### src/rtl/alu_pkg.sv
// Shared op-code constants and FSM state encoding for the sequential ALU.
package alu_pkg;

    localparam logic [1:0] OP_ADD = 2'b00;
    localparam logic [1:0] OP_SUB = 2'b01;
    localparam logic [1:0] OP_MUL = 2'b10;
    localparam logic [1:0] OP_DIV = 2'b11;

    typedef enum logic [2:0] {
        ST_IDLE,
        ST_ADDSUB,
        ST_MUL,
        ST_DIV,
        ST_DIV_FIX,
        ST_DONE
    } alu_state_t;

endpackage

### src/rtl/alu_nr_div_core.sv
// Non-restoring divider datapath on unsigned magnitudes: load, one iteration per step,
// and a single corrective add of the divisor when the final remainder is negative.
module alu_nr_div_core #(
    parameter int WIDTH = 8
) (
    input  logic             clk,
    input  logic             reset,
    input  logic             ld,
    input  logic             step,
    input  logic             fix,
    input  logic [WIDTH-1:0] dividend,
    input  logic [WIDTH-1:0] divisor,
    output logic [WIDTH-1:0] quotient,
    output logic [WIDTH-1:0] remainder
);

    logic [WIDTH:0]   rem_q;
    logic [WIDTH:0]   div_q;
    logic [WIDTH-1:0] quo_q;
    logic [WIDTH:0]   shifted;
    logic [WIDTH:0]   stepped;

    // The sign of the previous partial remainder picks add or subtract; wrap-around of
    // the doubled remainder is harmless because the post-add/sub value is always in range.
    always_comb begin
        shifted = {rem_q[WIDTH-1:0], quo_q[WIDTH-1]};
        stepped = rem_q[WIDTH] ? (shifted + div_q) : (shifted - div_q);
    end

    always_ff @(posedge clk or posedge reset) begin
        if (reset) begin
            rem_q <= '0;
            div_q <= '0;
            quo_q <= '0;
        end else if (ld) begin
            rem_q <= '0;
            div_q <= {1'b0, divisor};
            quo_q <= dividend;
        end else if (step) begin
            rem_q <= stepped;
            quo_q <= {quo_q[WIDTH-2:0], ~stepped[WIDTH]};
        end else if (fix && rem_q[WIDTH]) begin
            rem_q <= rem_q + div_q;
        end
    end

    assign quotient  = quo_q;
    assign remainder = rem_q[WIDTH-1:0];

endmodule

### src/rtl/alu_seq_param.sv
// Multi-cycle ALU: ADD/SUB, radix-2 Booth MUL and non-restoring DIV with signed/unsigned
// operands, a busy/done handshake and sticky divide-by-zero / overflow flags.
module alu_seq_param
    import alu_pkg::*;
#(
    parameter int WIDTH = 8
) (
    input  logic               clk,
    input  logic               reset,
    input  logic               start,
    input  logic [1:0]         op_code,
    input  logic               signed_mode,
    input  logic [WIDTH-1:0]   operand_A,
    input  logic [WIDTH-1:0]   operand_B,
    output logic [2*WIDTH-1:0] alu_result,
    output logic               alu_done,
    output logic               busy,
    output logic               div_by_zero,
    output logic               overflow
);

    localparam int CNT_W = $clog2(WIDTH + 2);

    alu_state_t       state, next_state;
    logic             phase;
    logic [CNT_W-1:0] cnt;
    logic [1:0]       op_q;
    logic             sgn_q;
    logic [WIDTH-1:0] a_q, b_q;
    logic accept, addsub_ld, booth_ld, booth_step, div_ld, div_step, div_fix, finish;

    logic [WIDTH:0]     ext_sum;
    logic [WIDTH-1:0]   s_sum;
    logic               is_sub, addsub_ovf, work_ovf;
    logic [2*WIDTH-1:0] addsub_res, work_res;

    logic [WIDTH+1:0] booth_acc, booth_m_ext, booth_sum;
    logic [WIDTH:0]   booth_mq, booth_m;
    logic             booth_qm1;

    logic             a_neg, b_neg, b_zero, div_min_ovf;
    logic [WIDTH-1:0] a_mag, b_mag, quo_mag, rem_mag, div_quo, div_rem;

    logic [2*WIDTH-1:0] fin_res;
    logic               fin_ovf, fin_dbz;

    always_ff @(posedge clk or posedge reset) begin
        if (reset) state <= ST_IDLE;
        else       state <= next_state;
    end

    // Every op state spends its first cycle (phase=0) loading its datapath from the
    // latched operands; cnt then counts iterations and the final cycle writes the result.
    always_comb begin
        next_state = state;
        accept     = 1'b0;
        addsub_ld  = 1'b0;
        booth_ld   = 1'b0;
        booth_step = 1'b0;
        div_ld     = 1'b0;
        div_step   = 1'b0;
        div_fix    = 1'b0;
        finish     = 1'b0;
        case (state)
            ST_IDLE: begin
                if (start) begin
                    accept = 1'b1;
                    case (op_code)
                        OP_MUL:  next_state = ST_MUL;
                        OP_DIV:  next_state = ST_DIV;
                        default: next_state = ST_ADDSUB;
                    endcase
                end
            end
            ST_ADDSUB: begin
                if (!phase) addsub_ld = 1'b1;
                else begin
                    finish     = 1'b1;
                    next_state = ST_DONE;
                end
            end
            ST_MUL: begin
                if (!phase) booth_ld = 1'b1;
                else if (cnt == CNT_W'(WIDTH + 1)) begin
                    finish     = 1'b1;
                    next_state = ST_DONE;
                end else booth_step = 1'b1;
            end
            ST_DIV: begin
                if (!phase) div_ld = 1'b1;
                else if (b_zero) begin
                    finish     = 1'b1;
                    next_state = ST_DONE;
                end else begin
                    div_step = 1'b1;
                    if (cnt == CNT_W'(WIDTH - 1)) next_state = ST_DIV_FIX;
                end
            end
            ST_DIV_FIX: begin
                if (!phase) div_fix = 1'b1;
                else begin
                    finish     = 1'b1;
                    next_state = ST_DONE;
                end
            end
            ST_DONE:  next_state = ST_IDLE;
            default:  next_state = ST_IDLE;
        endcase
    end

    always_ff @(posedge clk or posedge reset) begin
        if (reset) begin
            phase <= 1'b0;
            cnt   <= '0;
        end else if (next_state != state || state == ST_IDLE) begin
            phase <= 1'b0;
            cnt   <= '0;
        end else if (!phase) begin
            phase <= 1'b1;
            cnt   <= '0;
        end else begin
            cnt <= cnt + CNT_W'(1);
        end
    end

    always_ff @(posedge clk or posedge reset) begin
        if (reset) begin
            op_q  <= OP_ADD;
            sgn_q <= 1'b0;
            a_q   <= '0;
            b_q   <= '0;
        end else if (accept) begin
            op_q  <= op_code;
            sgn_q <= signed_mode;
            a_q   <= operand_A;
            b_q   <= operand_B;
        end
    end

    // Unsigned keeps the (WIDTH+1)-bit carry/borrow; signed sign-extends the WIDTH-bit sum.
    always_comb begin
        is_sub  = (op_q == OP_SUB);
        ext_sum = is_sub ? ({1'b0, a_q} - {1'b0, b_q}) : ({1'b0, a_q} + {1'b0, b_q});
        s_sum   = ext_sum[WIDTH-1:0];
        if (sgn_q) begin
            addsub_res = {{WIDTH{s_sum[WIDTH-1]}}, s_sum};
            addsub_ovf = (is_sub ? (a_q[WIDTH-1] != b_q[WIDTH-1]) : (a_q[WIDTH-1] == b_q[WIDTH-1]))
                         && (s_sum[WIDTH-1] != a_q[WIDTH-1]);
        end else begin
            addsub_res = {{(WIDTH-1){1'b0}}, ext_sum};
            addsub_ovf = ext_sum[WIDTH];
        end
    end

    always_comb begin
        booth_m_ext = {booth_m[WIDTH], booth_m};
        case ({booth_mq[0], booth_qm1})
            2'b01:   booth_sum = booth_acc + booth_m_ext;
            2'b10:   booth_sum = booth_acc - booth_m_ext;
            default: booth_sum = booth_acc;
        endcase
    end

    // Operands widen to WIDTH+1 bits so unsigned values stay positive for Booth recoding.
    always_ff @(posedge clk or posedge reset) begin
        if (reset) begin
            booth_acc <= '0;
            booth_mq  <= '0;
            booth_m   <= '0;
            booth_qm1 <= 1'b0;
            work_res  <= '0;
            work_ovf  <= 1'b0;
        end else begin
            if (addsub_ld) begin
                work_res <= addsub_res;
                work_ovf <= addsub_ovf;
            end
            if (booth_ld) begin
                booth_acc <= '0;
                booth_mq  <= {sgn_q & b_q[WIDTH-1], b_q};
                booth_m   <= {sgn_q & a_q[WIDTH-1], a_q};
                booth_qm1 <= 1'b0;
            end else if (booth_step) begin
                booth_acc <= {booth_sum[WIDTH+1], booth_sum[WIDTH+1:1]};
                booth_mq  <= {booth_sum[0], booth_mq[WIDTH:1]};
                booth_qm1 <= booth_mq[0];
            end
        end
    end

    always_comb begin
        a_neg       = sgn_q & a_q[WIDTH-1];
        b_neg       = sgn_q & b_q[WIDTH-1];
        a_mag       = a_neg ? -a_q : a_q;
        b_mag       = b_neg ? -b_q : b_q;
        b_zero      = (b_q == '0);
        div_quo     = (a_neg ^ b_neg) ? -quo_mag : quo_mag;
        div_rem     = a_neg ? -rem_mag : rem_mag;
        div_min_ovf = sgn_q && (a_q == {1'b1, {(WIDTH-1){1'b0}}}) && (b_q == '1);
    end

    alu_nr_div_core #(.WIDTH(WIDTH)) u_div (
        .clk       (clk),
        .reset     (reset),
        .ld        (div_ld),
        .step      (div_step),
        .fix       (div_fix),
        .dividend  (a_mag),
        .divisor   (b_mag),
        .quotient  (quo_mag),
        .remainder (rem_mag)
    );

    // Selected only in the cycle that finishes; ST_DIV finishing means divide-by-zero.
    always_comb begin
        fin_res = '0;
        fin_ovf = 1'b0;
        fin_dbz = 1'b0;
        case (state)
            ST_ADDSUB: begin
                fin_res = work_res;
                fin_ovf = work_ovf;
            end
            ST_MUL:     fin_res = {booth_acc[WIDTH-2:0], booth_mq};
            ST_DIV: begin
                fin_res = {a_q, {WIDTH{1'b1}}};
                fin_dbz = 1'b1;
            end
            ST_DIV_FIX: begin
                fin_res = {div_rem, div_quo};
                fin_ovf = div_min_ovf;
            end
            default: fin_res = '0;
        endcase
    end

    always_ff @(posedge clk or posedge reset) begin
        if (reset) begin
            alu_result  <= '0;
            div_by_zero <= 1'b0;
            overflow    <= 1'b0;
        end else if (accept) begin
            div_by_zero <= 1'b0;
            overflow    <= 1'b0;
        end else if (finish) begin
            alu_result  <= fin_res;
            div_by_zero <= fin_dbz;
            overflow    <= fin_ovf;
        end
    end

    assign alu_done = (state == ST_DONE);
    assign busy     = (state != ST_IDLE) && (state != ST_DONE);

endmodule

### config.mk
export PLATFORM = sky130hd
export DESIGN_NAME = alu_seq_param
export DESIGN_NICKNAME = d
export VERILOG_FILES = /design/src/rtl/alu_pkg.sv /design/src/rtl/alu_nr_div_core.sv /design/src/rtl/alu_seq_param.sv
export SDC_FILE = /design/constraint.sdc
export NUM_CORES = 1
export LEC_CHECK = 0
export ABC_AREA = 1
export CORE_ASPECT_RATIO = 0.75
export CORE_MARGIN = 5
export CORE_UTILIZATION = 40
export DETAILED_ROUTE_END_ITERATION = 10
export HOLD_SLACK_MARGIN = 0.15
export PLACE_DENSITY = 0.59
export SYNTH_ARGS = -nofsm -noshare
export SYNTH_HDL_FRONTEND = slang
export SYNTH_HIERARCHICAL = 1
export SYNTH_SLANG_ARGS = --single-unit
### constraint.sdc
create_clock -name clk -period 3 [get_ports clk]
set_input_delay 0.6 -clock clk [delete_from_list [all_inputs] [get_ports clk]]
set_output_delay 0.6 -clock clk [all_outputs]
set_load 0.01 [all_outputs]
## After elaboration in Yosys (flattened, before gate mapping)

Cells that the tools add are included.

- Add/sub/neg operators: 12
- Multipliers: 0
- Div/mod/pow operators: 0
- Magnitude comparators: 0
- Eq/ne operators: 19
- Shift-type cells: 0
- Muxes and demuxes: 59
- Bitwise logic cells: 5
- Reductions and logical operators: 15

Operator list:

| cell | count |
|---|---|
| $pmux W16 S4 | 1 |
| $mux W9 | 7 |
| $mux W8 | 6 |
| $neg A8 Y8 | 4 |
| $mux W1 | 28 |
| $mux W3 | 7 |
| $mux W10 | 2 |
| $pmux W10 S2 | 1 |
| $add A9 B8 Y9 | 2 |
| $eq A8 B8 Y1 const B | 2 |
| $mux W16 | 1 |
| $pmux W3 S4 | 1 |
| $add A10 B10 Y10 | 1 |
| $sub A10 B10 Y10 | 1 |
| $add A8 B8 Y9 | 1 |
| $sub A8 B8 Y9 | 1 |
| $sub A9 B8 Y9 | 1 |
| $logic_not A8 Y1 | 1 |
| $mux W4 | 2 |
| $eq A2 B2 Y1 const B | 3 |
| $eq A3 B2 Y1 const B | 2 |
| $eq A3 B3 Y1 const B | 2 |
| $reduce_bool A2 Y1 | 3 |
| $reduce_bool A3 Y1 | 2 |
| other kinds (20) | 28 |

- Flip-flop bits (word level): 116
- Latch bits: 0
- Bits in writable memories: 0
- ROM bits: 0
- Input bits: 22
- Output and inout bits: 20
- Logic and storage cells: 129
- Memories kept: 0

## Logic depth before layout (Yosys ltp)

- Word-level depth: 8
- Gate-level depth with buffers: 19
- Gate-level depth less buffers: 18

## Modules after synthesis

Netlist, hierarchy kept.

By module, submodules not included:

| module | times used | cells an instance | area each (sq um) | seq. area each (sq um) |
|---|---|---|---|---|
| alu_seq_param | 1 | 802 | 5671.7 | 2102.0 |
| alu_nr_div_core | 1 | 294 | 2078.2 | 625.6 |

## Worst setup path after synthesis

No wires, ideal clock.

- Kind: reg-to-reg
- From: reg booth_qm1
- To: reg booth_acc[6]
- Setup time: 126 ps
- Arrival time: 2115 ps
- Data required time: 2874 ps
- Path slack: 758 ps
- Stages on the path, launching flop included: 17
- Path buffers: 1
- Period minus slack after synthesis: 2242 ps
- Cell sequence: dfrtp_1 -> inv_1 -> ha_1 -> clkbuf_1 -> inv_1 -> nand2_1 -> xor2_1 -> inv_1 -> ha_1 -> a21oi_1 -> nor2_1 -> nor2_1 -> nand2_1 -> a21oi_1 -> o21ai_0 -> nand2_1 -> o21ai_0

- Word-level cells in the longest chain between the ends: 4
- Elaborated cells on any way between the ends: 5
- Those cells by class: 2 x eq/ne; 3 x mux

Ends and longest elaborated chain:

| element | line | source |
|---|---|---|
| start, declared | alu_seq_param.sv:39 | `logic booth_qm1;` |
| start signal, assigned | alu_seq_param.sv:186 | `booth_qm1 <= booth_mq[0];` |
| $eq A2 B2 Y1 / $eq A2 B1 Y1 (equally long branches) | alu_seq_param.sv:157 | `case ({booth_mq[0], booth_qm1})` |
| $pmux W10 S2 (*) | alu_seq_param.sv:157 |  |
| $mux W10 (*) | alu_seq_param.sv:183 | `end else if (booth_step) begin` |
| $mux W10 (*) | alu_seq_param.sv:178 | `if (booth_ld) begin` |
| end signal, assigned | alu_seq_param.sv:184 | `booth_acc <= {booth_sum[WIDTH+1], booth_sum[WIDTH+1:1]};` |
| end, declared | alu_seq_param.sv:37 | `logic [WIDTH+1:0] booth_acc, booth_m_ext, booth_sum;` |

Every way passes the cells marked *; elsewhere a longest branch is shown, timed or not. The select of a mux whose other input is x is not followed.
A chain may end at the register's enable or synchronous reset.

## Worst setup path in the final report

- From: reg b_q[1]
- To: reg work_res[8]

- Word-level cells in the longest chain between the ends: 3
- Elaborated cells on any way between the ends: 4
- Those cells by class: 2 x add/sub; 2 x mux

Ends and longest elaborated chain:

| element | line | source |
|---|---|---|
| start, declared | alu_seq_param.sv:29 | `logic [WIDTH-1:0] a_q, b_q;` |
| start signal, assigned | alu_seq_param.sv:136 | `b_q <= operand_B;` |
| $add A8 B8 Y9 / $sub A8 B8 Y9 (equally long branches) | alu_seq_param.sv:143 | `ext_sum = is_sub ? ({1'b0, a_q} - {1'b0, b_q}) : ({1'b0, a_q} + {1'b0, b_q});` |
| $mux W9 (*) | alu_seq_param.sv:143 |  |
| $mux W16 (*) | alu_seq_param.sv:145 | `if (sgn_q) begin` |
| end signal, assigned | alu_seq_param.sv:175 | `work_res <= addsub_res;` |
| end, declared | alu_seq_param.sv:35 | `logic [2*WIDTH-1:0] addsub_res, work_res;` |

Every way passes the cells marked *; elsewhere a longest branch is shown, timed or not.

==> flow_summary.json <==
{
  "core_area_mm2": 0.0192,
  "drc": 0,
  "antenna_found_initial": 0,
  "routed_wl_mm": 23.0,
  "rsz0062_at_grt": "false",
  "worst-path-max-fanout": 6,
  "crit_arrival_ps": 2880,
  "syn_to_final_growth_pct": 13.0,
  "ys_types": 45,
  "start_util": 0.403,
  "clock_sinks": 109,
  "worst_pin_slew_ps": 763,
  "ys.flop_type": "dfrtp_1",
  "diodes": 0,
  "dp_cells": 1371,
  "wl_per_cell_um": 16.6,
  "clock_tree.buffer_depth": 2,
  "timing.rr.start": "b_q[1]",
  "cts-resized-gates": 0,
  "hold_violations": 0,
  "root_buffer": "clkbuf_16",
  "synth_edf_count": 0,
  "start_kind": "flop",
  "ant_nets": 0,
  "total_power_mw": 11.6,
  "regToRegSetupSlack_ps": 420,
  "max_freq_mhz": 387,
  "drv_cap": 0,
  "clk_pin_slew_ps": 80,
  "r2r_end": "work_res[8]",
  "min_path_type": "reg2reg",
  "final_cell_count_no_fill": 1387,
  "setup_viol": 0,
  "synth.net_count": 1165,
  "die-height_um": 131,
  "min_period_over_period": 0.861,
  "htree_levels": 3,
  "holdPathStages": 2,
  "ys_ff_latch": 109,
  "cts_hold_buf": 0,
  "port_buffers": 41,
  "postSynthCellCount": 1096,
  "dieWidth_um": 171,
  "io_pins": 42,
  "rows": 44,
  "cp-end-kind": "flop",
  "vias": 7315,
  "peakVddDrop_mv": 0.453,
  "drt_iter0_drc": 830,
  "crit_start": "b_q[1]",
  "criticalPathCategory": "reg2reg",
  "reg2reg_depth": 14,
  "grt-ovfl-total": 0,
  "die_area_mm2": 0.0223,
  "yosysSeqAreaShare": 0.352,
  "relSlewSlack": 0.486,
  "hp-start": "op_q[1]",
  "grt_pass1_wl_mm": 37.3,
  "tns_ps": 0,
  "postCtsSetupBuffers": 0,
  "syn_area_mm2": 0.00775,
  "drive_gt1_frac": 0.0644,
  "synth_warnings": 6,
  "min_to": "op_q[1]",
  "fin_worst_skew_ps": 12.0,
  "dp.final_hpwl_mm": 18.4,
  "grt_max_degree": 37,
  "p_per_area_mw_per_mm2": 1320,
  "clk_latency_ps": 370,
  "final_max_slew_viol_count": 0,
  "cts_buffers": 9,
  "worstPathRequired_ps": 3300,
  "status": "completed",
  "viasPerCell": 5.27,
  "gp_congestion": 0.898,
  "async_flop_share": 1.00,
  "finalCriticalPeriod_ps": 2580,
  "syn_area_per_cell_um2": 7.07,
  "dr.pass1.iters": 6,
  "cts_tree": "built",
  "fin_nets": 1198,
  "grtUsageTotal": 0.214,
  "p_leak_nw": 4.37,
  "grt_pass1_vias": 6661
}
final cells by class:
type                       count  area [um^2]
timing repair buffer          58          576
multi-input combinational    802         4260
clock inverter                 7         91.3
clock buffer                   9          225
tap                          253          317
fill                        1980        10500
sequential                   109         2730
inverter                     149          563
how the worst max path moves through the flow:
stage | to | slack [ps] | cells after the start
floorplan | a_q[0] | 230 | 1
global placement | work_res[8] | 480 | 14
detailed placement | work_res[8] | 460 | 14
CTS | work_res[8] | 430 | 14
global route | work_res[14] | 180 | 14
finish | work_res[8] | 420 | 14
cell usage after synthesis (2+ instances only):
cell	n	area, um^2
o211ai_1	7	52.6
buf_6	2	22.5
nand2_4	3	33.8
nand2_1	289	1080
fa_1	4	80.1
o221ai_1	7	61.3
o21a_1	2	15.0
buf_4	13	97.6
buf_2	12	60.1
clkbuf_1	8	30.0
inv_1	141	529
a22oi_1	2	15.0
ha_1	43	538
a21oi_2	2	17.5
o31ai_1	2	15.0
nand2_2	9	56.3
or2_2	8	50.1
nor2_2	4	25.0
dfrtp_1	109	2730
nand4_1	6	37.5
nor2_1	87	327
inv_2	5	18.8
xnor2_1	4	35.0
a31oi_1	16	100
a21oi_1	67	335
nand3_1	88	440
nor4_1	2	12.5
nor3_1	8	40.0
a21o_1	3	22.5
nand3b_1	3	22.5
o22ai_1	8	50.1
xor2_1	24	210
clkinv_1	2	7.51
o21ai_0	92	460
o21ai_1	4	20.0
state kept, by name (all words and copies together) (netlist names):
| signal | count |
|---|---|
| op_q | 2 |
| b_q | 8 |
| work_res | 10 |
| work_ovf | 1 |
| booth_qm1 | 1 |
| booth_acc | 9 |
| booth_m | 9 |
| phase | 1 |
| div_by_zero | 1 |
| booth_mq | 9 |
| u_div/rem_q | 9 |
| overflow | 1 |
| sgn_q | 1 |
| alu_result | 16 |
| u_div/div_q | 8 |
| a_q | 8 |
| cnt | 4 |
| state | 3 |
| u_div/quotient | 8 |
metal layers:
metal / up-vias / wire length [um] / global-route usage
li1: 3632 / - / -
met1: 3396 / 11800 / 0.346
met2: 262 / 9130 / 0.290
met3: 25 / 1780 / 0.0436
met4: 0 / 308 / 0.0465
met5: - / 0 / 0
report_power, final:
| group | internal, mW | switching, mW | total [mW] |
|---|---|---|---|
| Clock | 0.671 | 0.612 | 1.28 |
| Sequential | 2.13 | 0.747 | 2.87 |
| Combinational | 2.72 | 4.70 | 7.42 |
| Total | 5.51 | 6.06 | 11.6 |
critical path, stage by stage (launching register included):
cell and delay, ps:
dfrtp_1 400, inv_1 210, ha_1 270, nand2_1 130
xor2_1 170, nand2_1 60, o21ai_0 90, ha_1 360
nand2_1 80, nand2_1 50, a21oi_1 220, nand2_1 110
nand2_1 90, nand3_1 100, a31oi_1 170
per-stage QoR:
step | utilization | hold WS, ps | setup WS (ps) | cell area (um^2)
2_1_floorplan | - | 442 | 235 | 7750
3_3_place_gp | 0.439 | 456 | 476 | 8440
3_5_place_dp | 0.439 | 462 | 456 | 8440
4_1_cts | 0.456 | 483 | 429 | 8760
5_1_grt | 0.456 | 516 | 181 | 8760
6_report | 0.456 | 480 | 418 | 8760
placed cells by master (no fill, tap or decap), drive strengths merged, types with 2 or more instances in the layout:
| cell type | instances |
|---|---|
| a21o | 3 |
| a21oi | 69 |
| a22oi | 2 |
| a31oi | 17 |
| buf | 17 |
| clkbuf | 9 |
| clkdlybuf4s50 | 41 |
| clkinv | 4 |
| dfrtp | 109 |
| fa | 4 |
| ha | 43 |
| inv | 150 |
| nand2 | 301 |
| nand3 | 89 |
| nand3b | 3 |
| nand4 | 6 |
| nor2 | 93 |
| nor3 | 8 |
| nor4 | 2 |
| o211ai | 7 |
| o21a | 2 |
| o21ai | 96 |
| o221ai | 7 |
| o22ai | 8 |
| o31ai | 2 |
| or2 | 8 |
| xnor2 | 4 |
| xor2 | 24 |
kinds of logic (layout without fill, tap and decap cells):
family,Yosys count,in the layout,share of synthesized area
compound gates,216,216,0.155
xor+xnor,28,28,0.0316
buf+inv,185,223,0.100
mux,1,1,0.00129
simple gates,510,510,0.280
flops,109,109,0.352
fa+ha+maj,47,47,0.0798
Power figures use the tool's default switching activity.
